==> config.mk <==
export PLATFORM = sky130hd
export DESIGN_NAME = gpc_223_4_flat
export DESIGN_NICKNAME = d
export VERILOG_FILES = /design/src/rtl/gpc_223_4_pkg.sv /design/src/rtl/gpc_223_4_if.sv /design/src/rtl/gpc_223_4_fa.sv /design/src/rtl/gpc_223_4.sv /design/src/flat_wrapper.sv
export SDC_FILE = /design/constraint.sdc
export NUM_CORES = 1
export LEC_CHECK = 0
export CORE_AREA = 2 2 39 41
export CTS_CLUSTER_SIZE = 40
export DETAILED_ROUTE_END_ITERATION = 8
export DIE_AREA = 0 0 41 43
export GPL_ROUTABILITY_DRIVEN = 1
export GPL_TIMING_DRIVEN = 0
export PLACE_DENSITY = 0.5
export SLEW_MARGIN = 20
export SYNTH_ARGS = -nofsm -noshare
export SYNTH_HDL_FRONTEND = slang
export SYNTH_SLANG_ARGS = --single-unit
==> constraint.sdc <==
create_clock -name clk -period 1 [get_ports clk]
set_input_delay 0.2 -clock clk [delete_from_list [all_inputs] [get_ports clk]]
set_output_delay 0.2 -clock clk [all_outputs]
set_load 0.02 [all_outputs]
==> src/rtl/gpc_223_4_pkg.sv <==
// Shared widths, column weights and the result type for the (2,2,3;4) counter.
// Used by the counter core, its bus interface and the testbench.
package gpc_pkg;
    localparam int SRC0_W  = 3;
    localparam int SRC1_W  = 2;
    localparam int SRC2_W  = 2;
    localparam int DST_W   = 4;

    localparam int COL0_WT = 1;
    localparam int COL1_WT = 2;
    localparam int COL2_WT = 4;

    localparam int DST_MAX = 15;

    typedef logic [DST_W-1:0] dst_t;
endpackage

==> src/rtl/gpc_223_4_if.sv <==
// Operand/result bundle for gpc_223_4; master drives operands, slave is the counter.
interface gpc_223_4_if;
    import gpc_pkg::*;

    logic              in_valid;
    logic [SRC0_W-1:0] src0;
    logic [SRC1_W-1:0] src1;
    logic [SRC2_W-1:0] src2;
    logic              out_valid;
    dst_t              dst;

    modport master (
        output in_valid, src0, src1, src2,
        input  out_valid, dst
    );

    modport slave (
        input  in_valid, src0, src1, src2,
        output out_valid, dst
    );
endinterface

==> src/rtl/gpc_223_4_fa.sv <==
// Single-bit full adder: the 3:2 cell the counter is built from.
module gpc_fa (
    input  logic i_a,
    input  logic i_b,
    input  logic i_ci,
    output logic o_s,
    output logic o_co
);
    assign o_s  = i_a ^ i_b ^ i_ci;
    assign o_co = (i_a & i_b) | (i_a & i_ci) | (i_b & i_ci);
endmodule

==> src/rtl/gpc_223_4.sv <==
// Registered (2,2,3;4) generalized parallel counter: three rippled full adders.
// Define GPC_223_4_PIPE2_EN to register after column 0 (latency 2 instead of 1).
module gpc_223_4
    import gpc_pkg::*;
(
    input  logic        clk,
    input  logic        rst,
    gpc_223_4_if.slave  bus
);
    logic              w_s0, w_c0;
    logic              w_s0_q, w_c0_q, w_v_q;
    logic [SRC1_W-1:0] w_src1_q;
    logic [SRC2_W-1:0] w_src2_q;
    logic              w_s1, w_c1, w_s2, w_c2;
    logic              r_out_valid;
    dst_t              r_dst;

    gpc_fa u_fa_col0 (
        .i_a  (bus.src0[0]),
        .i_b  (bus.src0[1]),
        .i_ci (bus.src0[2]),
        .o_s  (w_s0),
        .o_co (w_c0)
    );

`ifdef GPC_223_4_PIPE2_EN
    logic              r_s0, r_c0, r_v1;
    logic [SRC1_W-1:0] r_src1;
    logic [SRC2_W-1:0] r_src2;

    // Data only loads on valid so idle X on the sources never enters the pipe.
    always_ff @(posedge clk or posedge rst) begin
        if (rst) begin
            r_v1   <= 1'b0;
            r_s0   <= 1'b0;
            r_c0   <= 1'b0;
            r_src1 <= '0;
            r_src2 <= '0;
        end else begin
            r_v1 <= bus.in_valid;
            if (bus.in_valid) begin
                r_s0   <= w_s0;
                r_c0   <= w_c0;
                r_src1 <= bus.src1;
                r_src2 <= bus.src2;
            end
        end
    end

    assign w_s0_q   = r_s0;
    assign w_c0_q   = r_c0;
    assign w_v_q    = r_v1;
    assign w_src1_q = r_src1;
    assign w_src2_q = r_src2;
`else
    assign w_s0_q   = w_s0;
    assign w_c0_q   = w_c0;
    assign w_v_q    = bus.in_valid;
    assign w_src1_q = bus.src1;
    assign w_src2_q = bus.src2;
`endif

    gpc_fa u_fa_col1 (
        .i_a  (w_src1_q[0]),
        .i_b  (w_src1_q[1]),
        .i_ci (w_c0_q),
        .o_s  (w_s1),
        .o_co (w_c1)
    );

    gpc_fa u_fa_col2 (
        .i_a  (w_src2_q[0]),
        .i_b  (w_src2_q[1]),
        .i_ci (w_c1),
        .o_s  (w_s2),
        .o_co (w_c2)
    );

    // NOTE: state uses non-blocking assignments so every flop samples pre-edge values.
    always_ff @(posedge clk or posedge rst) begin
        if (rst) begin
            r_out_valid <= 1'b0;
            r_dst       <= '0;
        end else begin
            r_out_valid <= w_v_q;
            if (w_v_q) begin
                r_dst <= {w_c2, w_s2, w_s1, w_s0_q};
            end
        end
    end

    assign bus.out_valid = r_out_valid;
    assign bus.dst       = r_dst;
endmodule

==> src/flat_wrapper.sv <==
// flat-port wrapper written by rule: the top's interface ports become plain ports
module gpc_223_4_flat import gpc_pkg::*;
  (clk, rst, bus_in_valid, bus_src0, bus_src1, bus_src2, bus_out_valid, bus_dst);
  gpc_223_4_if bus_i ();
  input  logic clk;
  input  logic rst;
  input wire logic [$bits(bus_i.in_valid)-1:0] bus_in_valid;
  input wire logic [$bits(bus_i.src0)-1:0] bus_src0;
  input wire logic [$bits(bus_i.src1)-1:0] bus_src1;
  input wire logic [$bits(bus_i.src2)-1:0] bus_src2;
  output wire logic [$bits(bus_i.out_valid)-1:0] bus_out_valid;
  output wire logic [$bits(bus_i.dst)-1:0] bus_dst;
  assign bus_i.in_valid = bus_in_valid;
  assign bus_i.src0 = bus_src0;
  assign bus_i.src1 = bus_src1;
  assign bus_i.src2 = bus_src2;
  assign bus_out_valid = bus_i.out_valid;
  assign bus_dst = bus_i.dst;
  gpc_223_4 u_core (.clk(clk), .rst(rst), .bus(bus_i));
endmodule
==> out/metrics.csv <==
metric;value;unit
status;finished, violations left;
failed_checks;setup timing;
num_io_pins;15;
power_leakage;0.233;nW
synth_top_area_share;47.8;%
synthTopCellsByArea;dfrtp_1 48%, fa_1 23%, inv_1 13%;
power_frac_seq;35.3;%
p_int;510;µW
route.detailed.drc;0;
ir_drop;0.000404;V
synth.most_common_cell;inv_1;
die_h;43;µm
port_buffers;14;
start_util;18.9;%
yosysUniqueCellTypes;7;
fin_worst_skew;0;ns
maxCapViolations;0;
cp_num_buf_inv;4;
p_sw_share;28.7;%
path_clk_slew;0.04;ns
nets;57;
critical_path_arrival;1.50;ns
dieWidth;41;µm
core_area;1380;µm²
startpoint_type;primary input;
cp_cell_sequence;buf_8 -> inv_8 -> fa_2 -> inv_2 -> fa_2 -> inv_2 -> fa_1 -> mux2i_1;
fmax;724;MHz
cp_slowest_stage_delay;0.48;ns
grtUsageMet2;12.8;%
grt_pass1_wl;821;µm
synthCells;23;
ys_warn_count;0;
cp.required;1.12;ns
dieArea;1760;µm²
synth.cell_area;262;µm²
hold_buffers;0;
met1_usage;5.67;%
maxSlewHeadroom;81.4;%
holdWs;0.170;ns
synth.largest_area_cell;dfrtp_1;
synth-edff-count;0;
numCtsBuffers;3;
post-route-min-period;1.38;ns
clockBufferDepth;2;
setup_violations;3;
powerDensity;1560;nW/µm²
syn_to_final_growth;75.1;%
synth_nets;36;
place.gp.congestion;0.617;
wl;536;µm
grt.busiest_layer;met2;
place_inst;53;
cts_tree;yes;
drt_iter0_drc;0;
p_clk_share;32.6;%
syn_area_per_cell;11.4;µm²
grt_setup_unrepaired;yes;
antennaDiodeCount;0;
p_switching;205;µW
antenna_found_initial;0;
maxSlewViolCount;0;
grtUsageTotal;7.61;%
wl_per_cell;9.08;µm
synthArstFlopShare;100;%
ant_nets;0;
seq_area_frac_synth;47.8;%
insertion_delay;0.24;ns
fin_total_pwr;714;µW
fin_ws;-0.380;ns
fin_cells;59;
vias;214;
cts.sinks;5;
crit_slowest_cell;fa_1;
fin_tns_setup;-0.941;ns
crit_family;adder cells;
h-tree-depth;1;
grt_max_degree;8;
synth-main-ff-cell;dfrtp_1;
root_buffer;clkbuf_4;
tightest_slew;0.278;ns
path_max_fanout;1;
grt_util_met3;2.62;%
drive_gt1_share;48.8;%
finalHoldViolations;0;
fin_crit_sh;138;%
ys_top_cells_by_count;9 x inv_1, 5 x dfrtp_1, 3 x fa_1;
rows;14;
viasPerCell;3.63;
synth-seq-cells;5;
first_pass_iters;1;
combPwrFrac;32.1;%
grt.overflow.total;0;
crit_type;primary input to register;
first_global_vias;228;
min_path_type;primary input to asynchronous set/reset pin;
crit_path_end_kind;register;
## metal layers
layer | vias to the layer above | share of wire [%]
met2 | 13 | 49
met4 | 0 | 4.3
met5 | - | 0
met3 | 2 | 13
met1 | 96 | 33
li1 | 103 | -
## flip-flops by register name (all words and copies together), names as in the netlist
signal,cells
u_core.bus.dst,4
u_core.bus.out_valid,1
## cell type report
class / instances / area, µm²
sequential: 5 / 125
fill: 150 / 926
multi-input combinational: 9 / 108
clock buffer: 4 / 26.3
tap: 16 / 20.0
timing repair buffer: 16 / 138
inverter: 9 / 41.3
## power groups by stage
stage	sequential [mW]	clock, mW	combinational [mW]
floorplan	0.294	0	0.0646
global placement	0.252	0	0.221
detailed placement	0.254	0	0.227
CTS	0.251	0.244	0.193
global route	0.254	0.262	0.250
finish	0.252	0.233	0.229
## stage by stage
stage | setup slack (ns) | cell area [µm²] | util (%)
floorplan | -0.524 | 274 | -
global placement | -1.15 | 434 | 31.4
detailed placement | -1.18 | 434 | 31.4
CTS | -0.381 | 428 | 30.9
global route | -0.401 | 458 | 33.1
finish | -0.380 | 458 | 33.1
## logic make-up after synthesis
kind of cell,share of synthesized area [%]
flops,47.8
compound gates,3.83
buf+inv,12.9
fa+ha+maj,23.0
simple gates,2.87
mux,9.57
## repair_timing
action                                  4_1_cts  5_1_grt
pin swaps                                     3        0
buffers inserted                              0        2
endpoints found under the hold margin         0        0
endpoints found under the setup margin        9        6
resized for setup                            36        5
## worst paths after layout
| path | slack [ns] | endpoint | cells past startpoint | start |
|---|---|---|---|---|
| worst min register to register | 0.52 | u_core.bus.dst[2] | 2 | u_core.bus.dst[2] |
| min in group clk | 0.40 | u_core.bus.dst[0] | 4 | bus_src0[2] |
| worst max register to register | 0.13 | u_core.bus.dst[1] | 2 | u_core.bus.dst[1] |
| worst min-delay path | 0.17 | u_core.bus.dst[3] | 2 | rst |
| worst max-delay path | -0.38 | u_core.bus.dst[2] | 8 | bus_src0[2] |
| max in group asynchronous | 0.66 | u_core.bus.dst[0] | 2 | rst |
## layout by cell type, fill, tap and decap left out, drive strengths merged
cell and instances:
a21oi 2, mux2 1, dlygate4sd2 2, mux2i 1, clkdlybuf4s50 4, dfrtp 5, nor2 2, fa 3
clkbuf 4, buf 10, inv 9
No activity file was read; power rests on OpenSTA's default activity.
